File: config.mk
export PLATFORM = sky130hd
export DESIGN_NAME = config_sequencer
export DESIGN_NICKNAME = d
export VERILOG_FILES = /design/src/rtl/config_sequencer_pkg.sv /design/src/rtl/config_rom.sv /design/src/rtl/config_sequencer.sv
export SDC_FILE = /design/constraint.sdc
export NUM_CORES = 1
export LEC_CHECK = 0
export ABC_AREA = 0
export BUFFER_PORTS_ARGS = -buffer_cell sky130_fd_sc_hd__buf_4
export CORE_MARGIN = 1.5
export CORE_UTILIZATION = 50
export DETAILED_ROUTE_END_ITERATION = 10
export PLACE_DENSITY = 0.82
export SYNTH_ARGS = -nofsm -noshare
export SYNTH_HDL_FRONTEND = slang
export SYNTH_SLANG_ARGS = --single-unit
File: constraint.sdc
create_clock -name clk -period 2.05 [get_ports clk]
set_input_delay 0.3075 -clock clk [delete_from_list [all_inputs] [get_ports clk]]
set_output_delay 0.3075 -clock clk [all_outputs]
set_load 0.01 [all_outputs]
File: src/rtl/config_sequencer_pkg.sv
// ---------------------------------------------------------------------------
// config_sequencer_pkg
// Shared definitions for the configuration sequencer slice:
//   - seq_state_t : sequencer state enumeration (readback states only exist
//                   when CONFIG_SEQ_READBACK_EN is defined)
//   - CMD_WR/CMD_RD : encodings driven on cmd_rw
//   - cfg_entry_t : one table entry {addr, data} at the native 8/16-bit size
//   - cnt_width() : width helper for the gap/timeout counters
// Optional feature macro: CONFIG_SEQ_READBACK_EN
// ---------------------------------------------------------------------------
package config_sequencer_pkg;

  typedef enum logic [3:0] {
    ST_IDLE,
    ST_FETCH,
    ST_CMD,
    ST_WAIT_RSP,
    ST_GAP,
    ST_DONE,
    ST_FAIL
`ifdef CONFIG_SEQ_READBACK_EN
    , ST_RD_CMD,
    ST_RD_WAIT,
    ST_CHECK
`endif
  } seq_state_t;

  localparam logic CMD_WR = 1'b0;
  localparam logic CMD_RD = 1'b1;

  typedef struct packed {
    logic [7:0]  addr;
    logic [15:0] data;
  } cfg_entry_t;

  // Counters need at least one bit even when the count they hold is 0 or 1.
  function automatic int cnt_width(input int max_count);
    return (max_count < 2) ? 1 : $clog2(max_count + 1);
  endfunction

endpackage

File: src/rtl/config_rom.sv
// ---------------------------------------------------------------------------
// config_rom
// Combinational lookup of the register configuration table.
// Ports:
//   index : table entry number (8 bits)
//   addr  : register address of that entry (ADDR_W bits)
//   data  : value written to that register (DATA_W bits)
// Indices beyond NUM_REGS-1 return zero. Entries past the eight listed
// ones are generated from the index so any NUM_REGS up to 255 is populated.
// ---------------------------------------------------------------------------
module config_rom
  import config_sequencer_pkg::*;
#(
  parameter int NUM_REGS = 8,
  parameter int ADDR_W   = 8,
  parameter int DATA_W   = 16
) (
  input  logic [7:0]        index,
  output logic [ADDR_W-1:0] addr,
  output logic [DATA_W-1:0] data
);

  localparam logic [7:0] LAST_INDEX = 8'(NUM_REGS - 1);

  cfg_entry_t entry;

  // Table contents; the sequencer only ever sees the resized addr/data.
  always_comb begin
    entry = '0;
    if (index <= LAST_INDEX) begin
      case (index)
        8'd0:    entry = '{addr: 8'h10, data: 16'hA5A5};
        8'd1:    entry = '{addr: 8'h14, data: 16'h0F0F};
        8'd2:    entry = '{addr: 8'h18, data: 16'h1234};
        8'd3:    entry = '{addr: 8'h1C, data: 16'hBEEF};
        8'd4:    entry = '{addr: 8'h20, data: 16'h00FF};
        8'd5:    entry = '{addr: 8'h24, data: 16'hFF00};
        8'd6:    entry = '{addr: 8'h28, data: 16'hC0DE};
        8'd7:    entry = '{addr: 8'h2C, data: 16'h55AA};
        default: entry = '{addr: index, data: {index, ~index}};
      endcase
    end
  end

  assign addr = ADDR_W'(entry.addr);
  assign data = DATA_W'(entry.data);

endmodule

File: src/rtl/config_sequencer.sv
// ---------------------------------------------------------------------------
// config_sequencer
// Walks the configuration table held in config_rom and issues one write per
// entry to a serial master, waiting for each completion pulse and inserting
// an idle gap between transactions.
// Ports:
//   clk, reset            : clock, asynchronous active-high reset
//   start                 : single-cycle request to run the table
//   cmd_valid/cmd_rw/cmd_addr/cmd_wdata : command to the serial master
//   cmd_ready             : serial master accepts the command
//   rsp_valid/rsp_rdata   : transaction-complete pulse and read data
//   busy/done/error/err_index : run status
// Optional feature macro: CONFIG_SEQ_READBACK_EN -- each write is followed
// by a read of the same address whose data must match the table entry.
// Without it cmd_rw is tied to write and rsp_rdata is not used.
// ---------------------------------------------------------------------------
module config_sequencer
  import config_sequencer_pkg::*;
#(
  parameter int NUM_REGS       = 8,
  parameter int ADDR_W         = 8,
  parameter int DATA_W         = 16,
  parameter int GAP_CYCLES     = 16,
  parameter int TIMEOUT_CYCLES = 1024
) (
  input  logic              clk,
  input  logic              reset,
  input  logic              start,
  output logic              cmd_valid,
  output logic              cmd_rw,
  output logic [ADDR_W-1:0] cmd_addr,
  output logic [DATA_W-1:0] cmd_wdata,
  input  logic              cmd_ready,
  input  logic              rsp_valid,
  input  logic [DATA_W-1:0] rsp_rdata,
  output logic              busy,
  output logic              done,
  output logic              error,
  output logic [7:0]        err_index
);

  localparam int GAP_W = cnt_width(GAP_CYCLES);
  localparam int TMO_W = cnt_width(TIMEOUT_CYCLES);

  localparam logic [7:0]       LAST_INDEX = 8'(NUM_REGS - 1);
  localparam logic [GAP_W-1:0] GAP_LOAD   = GAP_W'(GAP_CYCLES);
  localparam logic [GAP_W-1:0] GAP_ONE    = GAP_W'(1);
  localparam logic [TMO_W-1:0] TMO_LAST   = TMO_W'(TIMEOUT_CYCLES - 1);

  seq_state_t        state;
  logic [7:0]        index;
  logic [GAP_W-1:0]  gap_cnt;
  logic [TMO_W-1:0]  tmo_cnt;
  logic [ADDR_W-1:0] rom_addr;
  logic [DATA_W-1:0] rom_data;

`ifdef CONFIG_SEQ_READBACK_EN
  logic              cmd_rw_q;
  logic [DATA_W-1:0] rdata_q;

  assign cmd_rw = cmd_rw_q;
`else
  assign cmd_rw = CMD_WR;
`endif

  config_rom #(
    .NUM_REGS (NUM_REGS),
    .ADDR_W   (ADDR_W),
    .DATA_W   (DATA_W)
  ) u_rom (
    .index (index),
    .addr  (rom_addr),
    .data  (rom_data)
  );

  // Single sequencer FSM; every output is a register. The gap counter holds
  // the remaining idle clocks (a load of 0 still spends one clock in GAP),
  // and the timeout counter restarts on every accepted command so reads and
  // writes get the same allowance. Reaching the last index ends the run
  // instead of incrementing, so index never passes NUM_REGS-1.
  always_ff @(posedge clk or posedge reset) begin
    if (reset) begin
      state     <= ST_IDLE;
      index     <= '0;
      gap_cnt   <= '0;
      tmo_cnt   <= '0;
      cmd_valid <= 1'b0;
      cmd_addr  <= '0;
      cmd_wdata <= '0;
      busy      <= 1'b0;
      done      <= 1'b0;
      error     <= 1'b0;
      err_index <= '0;
`ifdef CONFIG_SEQ_READBACK_EN
      cmd_rw_q  <= CMD_WR;
      rdata_q   <= '0;
`endif
    end else begin
      case (state)
        ST_IDLE, ST_DONE, ST_FAIL: begin
          if (start) begin
            done      <= 1'b0;
            error     <= 1'b0;
            err_index <= '0;
            index     <= '0;
            busy      <= 1'b1;
            state     <= ST_FETCH;
          end
        end

        ST_FETCH: begin
          cmd_addr  <= rom_addr;
          cmd_wdata <= rom_data;
          cmd_valid <= 1'b1;
`ifdef CONFIG_SEQ_READBACK_EN
          cmd_rw_q  <= CMD_WR;
`endif
          state     <= ST_CMD;
        end

        ST_CMD: begin
          if (cmd_ready) begin
            cmd_valid <= 1'b0;
            tmo_cnt   <= '0;
            state     <= ST_WAIT_RSP;
          end
        end

        ST_WAIT_RSP: begin
          if (rsp_valid) begin
            gap_cnt <= GAP_LOAD;
            state   <= ST_GAP;
          end else if (tmo_cnt == TMO_LAST) begin
            busy      <= 1'b0;
            error     <= 1'b1;
            err_index <= index;
            state     <= ST_FAIL;
          end else begin
            tmo_cnt <= tmo_cnt + 1'b1;
          end
        end

        ST_GAP: begin
          if (gap_cnt > GAP_ONE) begin
            gap_cnt <= gap_cnt - 1'b1;
          end else begin
            gap_cnt <= '0;
`ifdef CONFIG_SEQ_READBACK_EN
            cmd_valid <= 1'b1;
            cmd_rw_q  <= CMD_RD;
            state     <= ST_RD_CMD;
`else
            if (index == LAST_INDEX) begin
              busy  <= 1'b0;
              done  <= 1'b1;
              state <= ST_DONE;
            end else begin
              index <= index + 1'b1;
              state <= ST_FETCH;
            end
`endif
          end
        end

`ifdef CONFIG_SEQ_READBACK_EN
        ST_RD_CMD: begin
          if (cmd_ready) begin
            cmd_valid <= 1'b0;
            cmd_rw_q  <= CMD_WR;
            tmo_cnt   <= '0;
            state     <= ST_RD_WAIT;
          end
        end

        ST_RD_WAIT: begin
          if (rsp_valid) begin
            rdata_q <= rsp_rdata;
            state   <= ST_CHECK;
          end else if (tmo_cnt == TMO_LAST) begin
            busy      <= 1'b0;
            error     <= 1'b1;
            err_index <= index;
            state     <= ST_FAIL;
          end else begin
            tmo_cnt <= tmo_cnt + 1'b1;
          end
        end

        // cmd_wdata still holds the table value written for this entry.
        ST_CHECK: begin
          if (rdata_q != cmd_wdata) begin
            busy      <= 1'b0;
            error     <= 1'b1;
            err_index <= index;
            state     <= ST_FAIL;
          end else if (index == LAST_INDEX) begin
            busy  <= 1'b0;
            done  <= 1'b1;
            state <= ST_DONE;
          end else begin
            index <= index + 1'b1;
            state <= ST_FETCH;
          end
        end
`endif

        default: state <= ST_IDLE;
      endcase
    end
  end

endmodule

Word level (Yosys, flattened, before mapping)
Index checks and enable logic that the tools add are counted.
Widths: inputs -> output; s select.
{ "word_totals": {"register_bits": 64, "input_bits": 21, "output_inout_bits": 37, "elab_cells": 96} }
{ "classes": {"add_sub_neg": 3, "n_lt_le_gt_ge": 2, "n_eq_ne": 24, "n_mux": 38, "bitwise_logic": 1, "reduce_logical": 17} }
{ "op_table": {"columns": ["cell", "n"], "rows": [
  ["$pmux 24 s8", 1],
  ["$mux 8", 5],
  ["$mux 11", 3],
  ["$eq 8x3->1 const B", 4],
  ["$pmux 8 s2", 2],
  ["$mux 24", 1],
  ["$pmux 11 s2", 1],
  ["$mux 4", 5],
  ["$pmux 4 s5", 1],
  ["$reduce_and 4->1", 5],
  ["$ne 2x2->1 const B", 9],
  ["$eq 8x2->1 const B", 2],
  ["$eq 4x3->1 const B", 3],
  ["$add 11x1->11 const B", 1],
  ["$eq 11x10->1 const B", 1],
  ["$mux 1", 11],
  ["$mux 5", 2],
  ["$pmux 5 s2", 1],
  ["$reduce_bool 2->1", 5],
  ["$add 8x1->8 const B", 1],
  ["$eq 4x2->1 const B", 2],
  ["$eq 8x1->1 const B", 1],
  ["$le 8x3->1 const B", 1],
  ["$logic_not 8->1", 1],
  ["other kinds (13)", 16]
]} }

Depth between registers and ports, before layout
{ "depth": {"ltp_word": 4, "ltp_mapped": 8, "ltp_nobuf": 6} }

By module
A second synthesis with hierarchy kept.
{ "hier_totals": {"cells_unflattened": 337, "area_unflattened_um2": 3268.1} }
{ "modules_own_cells": {"columns": ["mod", "instances", "cells_per_inst", "area_per_inst_um2", "seq_area_each_um2"], "rows": [
  ["config_sequencer", 1, 285, 2992.9, 1576.5],
  ["config_rom", 1, 52, 275.3, 0.0]
]} }

Worst setup path after synthesis
Ideal clock, no wire load.
{ "synth_path": {"path_type": "register to register", "start": "register tmo_cnt[0]", "end": "register err_index[0]", "setup_time_ns": 0.128, "arrival_time_ns": 1.845, "t_required_ns": 1.922, "setup_slack_ns": 0.077, "stages_incl_launch_ff": 9, "path_buffers": 3, "synth_period_minus_slack_ns": 1.973, "path_cell_list": "dfrtp_1 ha_1 and3_1 buf_2 and4_1 buf_6 o211a_1 buf_6 mux2_1"} }
{ "synth_via": {"elab_chain_cells": 3} }
{ "synth_lines": {"columns": ["item", "line_no", "rtl"], "rows": [
  ["start, declared", "config_sequencer.sv:53", "logic [TMO_W-1:0] tmo_cnt;"],
  ["start signal, assigned", "config_sequencer.sv:139", "tmo_cnt <= tmo_cnt + 1'b1;"],
  ["$eq 11x10->1", "config_sequencer.sv:133", "end else if (tmo_cnt == TMO_LAST) begin"],
  ["$ne 2x2->1 (no source line)", null, null],
  ["$reduce_and 4->1 (no source line)", null, null],
  ["end signal, assigned", "config_sequencer.sv:136", "err_index <= index;"],
  ["end, declared", "config_sequencer.sv:39", "output logic [7:0] err_index"]
]} }
No other way between the ends.
A chain may end at the register's enable or synchronous reset.

Worst setup path in the final report
{ "layout_path": {"start": "register index[3]", "end": "register index[0]"} }
{ "layout_via": {"elab_chain_cells": 3} }
{ "layout_lines": {"columns": ["item", "line_no", "rtl"], "rows": [
  ["start, declared", "config_sequencer.sv:51", "logic [7:0] index;"],
  ["start signal, assigned", "config_sequencer.sv:158", "index <= index + 1'b1;"],
  ["$eq 8x3->1", "config_sequencer.sv:153", "if (index == LAST_INDEX) begin"],
  ["$ne 2x2->1 (no source line)", null, null],
  ["$reduce_and 4->1 (no source line)", null, null]
]} }
No other way between the ends.

==> run_results.csv <==
group,metric,value,unit
finish,diodes,0,
timing,hold_slack,0.2147,ns
power,power_frac_comb,47.0,%
grt,antenna_found_initial,0,
cts,cts.sinks,63,
finish,instances_no_fill,526,
finish,layout_common_cells,"67 x buf_4, 62 x dfrtp_1, 52 x nand2_1",
critical_path,crit_type,"reg -> reg",
logic_synthesis,yosys_register_bits,63,
finish,nFillCells,584,
min_path,hp-class,"in -> reg",
route,wirelength,7.929,mm
logic_synthesis,syn-instance-count,375,
logic_synthesis,synth_area_leaders,"dfrtp_1 45%, nand2_1 5.5%, o21ai_0 3.5%",
logic_synthesis,synth_xor_area_share,0.4965,%
power,power.switching,1.992,mW
logic_synthesis,synth_compound_area_share,21.63,%
cts,htreeDepth,3,
logic_synthesis,netlist_area,3528,sq um
finish,fin_nets,456,
route,wl_per_cell,15.07,microns
timing,setup-violations-final,0,
critical_path,cpPeakStageDelay,0.59,ns
timing,fmax,0.5201,GHz
finish,final_common_cell,"buf_4",
logic_synthesis,ys_seq_area_share,44.68,%
timing,tightest_slew,0.5151,ns
finish,drive_gt1_share,22.79,%
route,vias,3037,
route,firstDrtPassIters,4,
critical_path,path_buf_inv,0,
die,start_util,51.93,%
power,p_per_area,1204,nW/um^2
critical_path,worstSetupStartpoint,"index[3]",
logic_synthesis,synth_area_leader_cell,"dfrtp_1",
route,vias_per_cell,5.774,
grt,grt_pass1_wl,13.34,mm
critical_path,crit_slowest_cell,"or4_4",
logic_synthesis,ys_async_sr_fraction,100.0,%
logic_synthesis,postSynthAreaPerCell,9.409,sq um
logic_synthesis,synthMuxAreaShare,4.504,%
placed_design,dp_hpwl,5.694,mm
grt,track_usage,22.87,%
timing,hold_viol,0,
power,p_seq_share,35.4,%
timing,report.final.slew_viol_count,0,
critical_path,startpoint_type,"flip-flop",
die,die_w,87.01,microns
critical_path,crit_fanout,8,
critical_path,endpoint_kind,"flip-flop",
die,die_h,87.01,microns
cts,clk_path_buf_depth,2,
route,ant_nets,0,
critical_path,crit_required,2.27,ns
logic_synthesis,synthFlopType,"dfrtp_1",
logic_synthesis,synth_edf_count,0,
route,drc,0,
min_path,worstHoldStart,"start",
placed_design,portBuffers,40,
grt,grt_max_degree,37,
cts,tritoncts.num_buffers,9,
finish,seq_area,1578,sq um
power,internal_power,3.083,mW
cts,cts_tree,"yes",
grt,grt_overflow,0,
die,rows,30,
critical_path,arrival,2.14,ns
grt,first_global_vias,2817,
timing,slew_headroom,65.66,%
logic_synthesis,synth_top_area_share,44.68,%
finish,fin_area,4217,sq um
logic_synthesis,yosysUniqueCellTypes,67,
finish,multi_input_area,1758,sq um
cts,cts-root-buf,"clkbuf_8",
timing,skew,0.005035,ns
power,power_frac_clock,17.6,%
placed_design,gp_congestion,0.8060,
die,dieArea,7570,sq um
timing,tns,0,ns
cts,worstSkewPairLatency,0.34,ns
power,p_leak,1.956,nW
finish,area_growth,19.50,%
cts,clk_pin_slew,0.06,ns
power,vdd_drop_max,1.240,mV
power,switching_share,39.25,%
logic_synthesis,synth_top_family_by_area,"compound AO/OA/AOI/OAI gates",
timing,rsz0062_at_grt,"false",
placed_design,place_inst,510,
logic_synthesis,ys_warn_count,0,
die,coreArea,6794,sq um
logic_synthesis,synth-simple-area-share,20.53,%
logic_synthesis,syn_nets,403,
timing,final.min_clock_period,1.923,ns
placed_design,pre_cts_ws,0.1127,ns
placed_design,place_area,4036,sq um
status,status,"completed",
critical_path,crit_chain,"or4_4 -> o31ai_4 -> a21oi_1 -> mux2i_1",
logic_synthesis,synth_adder_area_share,2.482,%
critical_path,cpLargestDelayFamily,"compound AO/OA/AOI/OAI gates",
timing,period_share,93.80,%
flow_run,maxCapViolCount,0,
route,first_iter_violations,149,
die,pin_count,58,
critical_path,r2r-start,"index[3]",
timing,fin_ws,0.1271,ns
## area by class of cell
type	count	share of cell area, %
clock inverters	2	0.2374
multi-input cells	269	41.69
well taps	96	2.849
repair buffers	70	13.12
clock buffers	11	3.353
inverters	15	1.335
flip-flops and latches	63	37.42
## routing by layer
layer / up-vias / wire, microns / global-route usage, %
met1: 1452 / 3577 / 29.20
met3: 23 / 403 / 5.213
met4: 0 / 206 / 10.41
li1: 1463 / - / -
met5: - / 0 / 0
met2: 99 / 3743 / 36.93
## path summary, 6_finish.rpt
path / to / slack [ns] / cells after the start
min in group asynchronous: cmd_valid / 0.51 / 3
max reg2reg: index[0] / 0.13 / 4
max in group asynchronous: err_index[1] / 1.03 / 4
min reg2reg: cmd_wdata[6] / 0.48 / 1
min: state[1] / 0.21 / 2
max: index[0] / 0.13 / 4
## logic make-up after synthesis
group                    Yosys count
AND/OR/NAND/NOR                  135
AO/OA/AOI/OAI                    110
flip-flops                        63
buffers and inverters             43
multiplexers                      14
adder cells (fa/ha/maj)            7
XOR/XNOR                           2
other                              1
## cells in the mapped netlist, drive strengths merged, types with 3 or more instances
master   n
dfrtp   63
nand2   52
o21ai   27
nor2    21
o31ai   17
clkbuf  15
inv     15
buf     13
a21oi   12
a31oi   12
nor3     9
mux2i    8
nand3    8
and2     7
ha       7
nand2b   7
mux2     6
nor2b    6
a211oi   5
a21o     5
a41oi    5
o41ai    4
and3     3
and3b    3
and4     3
nor3b    3
or4      3
## flip-flops by register name (all words and copies together), names as in the netlist
signal	count
error	1
cmd_wdata	16
gap_cnt	5
busy	1
cmd_addr	8
cmd_valid	1
index	8
state	3
tmo_cnt	11
done	1
err_index	8
## power groups by stage
stage	clock network [mW]	registers [mW]	logic, mW
2_1_floorplan	0	1.79	1.57
4_1_cts	0.912	1.79	2.37
3_3_place_gp	0	1.80	2.27
5_1_grt	0.965	1.84	2.65
6_report	0.893	1.80	2.38
3_5_place_dp	0	1.81	2.36
## what timing repair did
action | in CTS | in global routing
buffers inserted | 0 | 2
setup endpoints to repair | 0 | 7
hold buffers | 1 | 0
endpoints found under the hold margin | 16 | 0
gates resized for setup | 0 | 2
## through the flow
stage / util, % / power (mW)
floorplan: - / 3.360
global placement: 59.41 / 4.067
detailed placement: 59.41 / 4.172
CTS: 61.79 / 5.073
global route: 62.06 / 5.454
finish: 62.06 / 5.075
## worst register-to-register path, stage by stage (launching register included)
cell     delay [ns]
dfrtp_1        0.43
or4_4          0.59
o31ai_4        0.43
a21oi_1        0.20
mux2i_1        0.15
No activity file was read; power rests on OpenSTA's default activity.
